File: src/rtl/regwrite_trace.sv
`default_nettype none
// ============================================================================
//  Module      : regwrite_trace
//  Description : Timestamped FWFT trace FIFO of register-file write events;
//                r0 writes filtered, overflow counted, never back-pressures.
//  Revision    : 1.0 - initial release
// ============================================================================
module regwrite_trace #(
  parameter int DEPTH  = 16,
  parameter int ADDR_W = 4,
  parameter int DATA_W = 32,
  parameter int CYC_W  = 16
) (
  input  logic              clock,
  input  logic              reset,
  input  logic              clear,
  input  logic              capture_en,
  input  logic              wb_en,
  input  logic [4:0]        wb_reg,
  input  logic [DATA_W-1:0] wb_data,
  output logic              out_valid,
  input  logic              out_ready,
  output logic [4:0]        out_reg,
  output logic [DATA_W-1:0] out_data,
  output logic [CYC_W-1:0]  out_cycle,
  output logic [ADDR_W:0]   count,
  output logic              full,
  output logic [7:0]        overflow_cnt
);

  localparam logic [ADDR_W:0] c_depth = (ADDR_W+1)'(DEPTH);

  logic [4:0]        mem_reg_q  [DEPTH];
  logic [DATA_W-1:0] mem_data_q [DEPTH];
  logic [CYC_W-1:0]  mem_cyc_q  [DEPTH];

  logic [ADDR_W-1:0] wr_ptr_q, wr_ptr_d;
  logic [ADDR_W-1:0] rd_ptr_q, rd_ptr_d;
  logic [ADDR_W:0]   count_q,  count_d;
  logic [CYC_W-1:0]  cycle_q,  cycle_d;
  logic [7:0]        ovf_q,    ovf_d;

  logic push_req, pop, push, drop, wr_en;

  always_comb begin
    push_req = capture_en & wb_en & (wb_reg != 5'd0);
    pop      = (count_q != '0) & out_ready;
    // A full FIFO still accepts when the head leaves in the same cycle.
    push     = push_req & ((count_q != c_depth) | pop);
    drop     = push_req & ~push;
    wr_en    = push & ~clear;

    wr_ptr_d = wr_ptr_q;
    rd_ptr_d = rd_ptr_q;
    count_d  = count_q;
    cycle_d  = cycle_q;
    ovf_d    = ovf_q;

    if (clear) begin
      wr_ptr_d = '0;
      rd_ptr_d = '0;
      count_d  = '0;
      cycle_d  = '0;
      ovf_d    = '0;
    end else begin
      cycle_d = cycle_q + CYC_W'(1);
      if (push) wr_ptr_d = wr_ptr_q + ADDR_W'(1);
      if (pop)  rd_ptr_d = rd_ptr_q + ADDR_W'(1);
      count_d = count_q + (ADDR_W+1)'(push) - (ADDR_W+1)'(pop);
      if (drop && (ovf_q != 8'hFF)) ovf_d = ovf_q + 8'd1;
    end
  end

  always_ff @(posedge clock or negedge reset) begin
    if (!reset) begin
      wr_ptr_q <= '0;
      rd_ptr_q <= '0;
      count_q  <= '0;
      cycle_q  <= '0;
      ovf_q    <= '0;
    end else begin
      wr_ptr_q <= wr_ptr_d;
      rd_ptr_q <= rd_ptr_d;
      count_q  <= count_d;
      cycle_q  <= cycle_d;
      ovf_q    <= ovf_d;
    end
  end

  // Storage needs no reset: count gates every read of it.
  always_ff @(posedge clock) begin
    if (wr_en) begin
      mem_reg_q[wr_ptr_q]  <= wb_reg;
      mem_data_q[wr_ptr_q] <= wb_data;
      mem_cyc_q[wr_ptr_q]  <= cycle_q;
    end
  end

  always_comb begin
    out_valid    = (count_q != '0);
    out_reg      = out_valid ? mem_reg_q[rd_ptr_q]  : '0;
    out_data     = out_valid ? mem_data_q[rd_ptr_q] : '0;
    out_cycle    = out_valid ? mem_cyc_q[rd_ptr_q]  : '0;
    count        = count_q;
    full         = (count_q == c_depth);
    overflow_cnt = ovf_q;
  end

endmodule
`default_nettype wire

File: config.mk
export PLATFORM = sky130hd
export DESIGN_NAME = regwrite_trace
export DESIGN_NICKNAME = d
export VERILOG_FILES = /design/src/rtl/regwrite_trace.sv
export SDC_FILE = /design/constraint.sdc
export NUM_CORES = 1
export LEC_CHECK = 0
export CELL_PAD_IN_SITES_DETAIL_PLACEMENT = 2
export CELL_PAD_IN_SITES_GLOBAL_PLACEMENT = 2
export CORE_MARGIN = 2
export CORE_UTILIZATION = 45
export DETAILED_ROUTE_END_ITERATION = 10
export PLACE_DENSITY_LB_ADDON = 0.1
export RECOVER_POWER = 100
export REMOVE_ABC_BUFFERS = 1
export SLEW_MARGIN = 20
export SYNTH_ARGS = -nofsm -noshare
export SYNTH_HDL_FRONTEND = slang
export SYNTH_SLANG_ARGS = --single-unit
File: constraint.sdc
create_clock -name clock -period 7.9 [get_ports clock]
set_input_delay 1.58 -clock clock [delete_from_list [all_inputs] [get_ports clock]]
set_output_delay 1.58 -clock clock [all_outputs]
set_load 0.005 [all_outputs]
==> out/qor.csv, run 1 <==
metric;value;unit
synthDistinctLibCells;42;
synth_area;33770;um^2
yosysSeqAreaShare;0.7814;
status;stopped before the end;
portBuffers;110;
netlist_instances;1481;
io_pins;111;
hpwlAfterDp;50200;um
synth_ff_type;edfxtp_1;
synth_top_area_frac;0.7540;
avgSynthCellArea;22.80;um^2
synth-edff-count;848;
firstError;[ERROR DPL-0033] detailed placement checks failed during check placement.;
stop_stage;detailed placement (3_5_place_dp);
yosysWarnings;0;
fp-row-count;100;
async_flop_share;0.04181;
fp.dieW;278.0;um
initial_core_util;0.4544;
netlist_top_cells_area;edfxtp_1, mux4_2, dfrtp_1;
ys_seq_elements;885;
gp_congestion;0.7087;
die_height;278.0;um
yosysTopAreaCell;edfxtp_1;
-- cells by family after synthesis --
family / synth area share
AOI/OAI and AO/OA: 0.03308
buffers and inverters: 0.01182
adders and majority gates: 0.005038
DFF: 0.7814
and+or+nand+nor: 0.01997
xor gates and xnor gates: 0.004668
muxes: 0.1440
-- cell usage after synthesis (all sizes together), types with 7 or more instances --
cell type  number
nand3          21
a22o           53
mux2            7
nor2b          10
mux4          212
buf            31
xor2            7
a221o          53
nor4            7
nor3            9
xnor2          11
ha             12
clkbuf         51
nor2           43
nand2          10
dfrtp          37
a21oi          10
inv             7
edfxtp        848
-- metrics by stage --
| step | hold slack [ns] | instances | TNS (ns) | cell area [um^2] |
|---|---|---|---|---|
| global placement | 0.5869 | 2507 | 0 | 36170 |
| floorplan | 0.5519 | 1399 | -159.91 | 33400 |
==> run 2, diff against run 1 <==
- CELL_PAD_IN_SITES_DETAIL_PLACEMENT: 2 -> default
- CELL_PAD_IN_SITES_GLOBAL_PLACEMENT: 2 -> default
- CORE_UTILIZATION: 45 -> 30
- PLACE_DENSITY_LB_ADDON: 0.1 -> 0.15
==> run 2 against run 1 <==
  * The flow now finishes, with violations (max-capacitance violations, max-slew violations)
  * Synthesized cell count is the same
  * Synthesized area unchanged
==> out/qor.csv, run 2 <==
metric;value;unit
rsz0062_at_grt;false;
pwr-share-clk;0.376;
grt_use_total;0.1467;
worst_pin_slew;3.686;ns
relSlewSlack;-1.457;
yosysMostFrequentCell;edfxtp_1;
core_area;112000;um^2
first_pass_iters;5;
hpwlAfterDp;47580;um
clock_path_buffers;3;
num_vias;15772;
io_pins;111;
worstSetupEndpoint;mem_data_q[2][11]$_DFFE_PP_;
synth-edff-count;848;
clock_sinks;885;
post-cts-setup-buffers;0;
reg2reg_from;count[2]$_DFF_PN0_;
internal_power;9140;uW
cts_root_buffer;clkbuf_16;
reg2regPathDepth;7;
gp_congestion;0.6878;
synth_ff_type;edfxtp_1;
netlist_top_cells_area;edfxtp_1, mux4_2, dfrtp_1;
drc;0;
p_leak;0.01249;uW
synth_top_area_frac;0.7540;
criticalPathCategory;in -> reg;
fin_nets;1699;
gr-total-overflow;0;
switching_share;0.2538;
grt_pass1_wl;122700;um
die_height;339.5;um
fp.dieW;339.5;um
grt_pass1_vias;16841;
initial_core_util;0.3014;
critPathRequiredTime;8.08;ns
crit_path_start;wb_reg[2];
cts_buffers;98;
r2r_slack;2.72;ns
layout_min_cycle_time;6.454;ns
post-route-period-util;0.8170;
async_flop_share;0.04181;
synthDistinctLibCells;42;
fin_setup_tns;0;ns
pwr-share-comb;0.195;
final_common_cell;edfxtp_1;
finalWirelength;84000;um
stdcell_area;39950;um^2
antenna_found_initial;1;
status;finished, violations left;
crit_fanout;39;
path_clk_slew;0.06;ns
violations;max-capacitance violations, max-slew violations;
die-area;115300;um^2
clock_skew;0.02806;ns
yosysSeqAreaShare;0.7814;
finalHoldViolations;0;
ir_worst_vdd;0.0001784;V
via_per_inst;4.886;
setup_ws;1.446;ns
min_path_type;reg -> reg;
r2r_end;mem_data_q[2][11]$_DFFE_PP_;
placed_area;36860;um^2
wl_per_cell;26.02;um
fmaxAchievable;0.1549;GHz
insertion_delay;0.67;ns
critPathLaunchType;input pin;
switchingPower;3109;uW
powerDensity;306.6;nW/um^2
holdWs;0.6073;ns
dpl_worst_slack;2.140;ns
slew_violations;553;
portBuffers;110;
yosysTopAreaCell;edfxtp_1;
cts_tree;yes;
final_cell_mix;edfxtp_1, mux4_2, clkbuf_16, dlygate4sd3_1;
synth_common_cells;edfxtp_1, mux4_2, a221o_1, a22o_1, clkbuf_1;
seqPwrFrac;0.430;
ys_seq_elements;885;
cap_viol_max_count;20;
nFillCells;10390;
fp-row-count;123;
netlist_instances;1481;
reg_top3;mem_data_q (512), mem_cyc_q (256), mem_reg_q (80);
grt_max_degree;93;
ant_nets;0;
post_cts_resize_count;0;
area_delta_synth_final;18.30;%
drive_above_1_share;0.2219;
ctsHoldBuffers;0;
worstSetupEndpointType;flop;
worst_ep_arrival_time;6.63;ns
synth_area;33770;um^2
avgSynthCellArea;22.80;um^2
htreeDepth;3;
largest_reg_flops;512;
largest-register;mem_data_q;
dr.first_iter.drc_count;1442;
setup_viol;0;
yosysWarnings;0;
## run 2: cell counts after synthesis
Identical to the previous run, type by type.
## run 2: routing by layer
layer  wire (um)  up-vias  GRT usage
met5           0        -          0
met4        1312        0    0.03558
met3        3785       93    0.02576
met2       39360      346     0.2293
met1       39540     8643     0.2130
li1            -     6690          -
## run 2: logic make-up (layout without fill, tap and decap cells)
family,count (synthesis),after routing,synth area share
buffers and inverters,89,334,0.01182
adder cells (fa/ha/maj),13,13,0.005038
multiplexers,220,220,0.1440
flip-flops,885,885,0.7814
XOR/XNOR,18,18,0.004668
AO/OA/AOI/OAI,126,126,0.03308
AND/OR/NAND/NOR,130,130,0.01997
other,0,2,0
## run 2: how the worst min path moves through the flow
stage,start,end,slack [ns],depth (start not counted)
after global placement,overflow_cnt[1]$_DFFE_PN0P_,overflow_cnt[1]$_DFFE_PN0P_,0.60,2
final,overflow_cnt[1]$_DFFE_PN0P_,overflow_cnt[1]$_DFFE_PN0P_,0.61,2
after CTS,overflow_cnt[1]$_DFFE_PN0P_,overflow_cnt[1]$_DFFE_PN0P_,0.62,2
after floorplan,rd_ptr_q[3]$_DFFE_PN0P_,rd_ptr_q[3]$_DFFE_PN0P_,0.55,2
after detailed placement,overflow_cnt[1]$_DFFE_PN0P_,overflow_cnt[1]$_DFFE_PN0P_,0.60,2
after global routing,overflow_cnt[0]$_DFFE_PN0P_,overflow_cnt[0]$_DFFE_PN0P_,0.66,2
## run 2: stage by stage
step           std cells  utilization  total power [uW]
2_1_floorplan       1399            -              7218
3_3_place_gp        3043       0.3290              7901
3_5_place_dp        3043       0.3290              7902
4_1_cts             3226       0.3581             12550
5_1_grt             3226       0.3566             12760
6_report            3228       0.3566             12250
## run 2: critical path, stage by stage
cell and delay (ns):
dlygate4sd3_1 0.89, or4_1 0.40, o211a_1 0.51, nand4b_1 0.27, nor3_1 0.28, clkbuf_1 2.62
## run 2: power groups by stage
stage                     sequential [uW]  clock [uW]  combinational (uW)
after CTS                            5270        4730                2550
after global placement               5360           0                2540
after floorplan                      5550           0                1670
after global routing                 5280        4910                2570
after detailed placement             5370           0                2530
final                                5260        4600                2380
## run 2: cell type report
class / count / area [um^2] / share of cell area
repair buffers: 144 / 1386 / 0.03470
multi-input cells: 507 / 7002 / 0.1753
inverters: 7 / 26.28 / 0.0006577
well taps: 1500 / 1877 / 0.04698
clock buffers: 117 / 2586 / 0.06473
clock inverters: 66 / 671.9 / 0.01682
diodes: 2 / 5.005 / 0.0001253
flip-flops and latches: 885 / 26400 / 0.6607
Note: power is estimated with default switching activity, not from simulation.
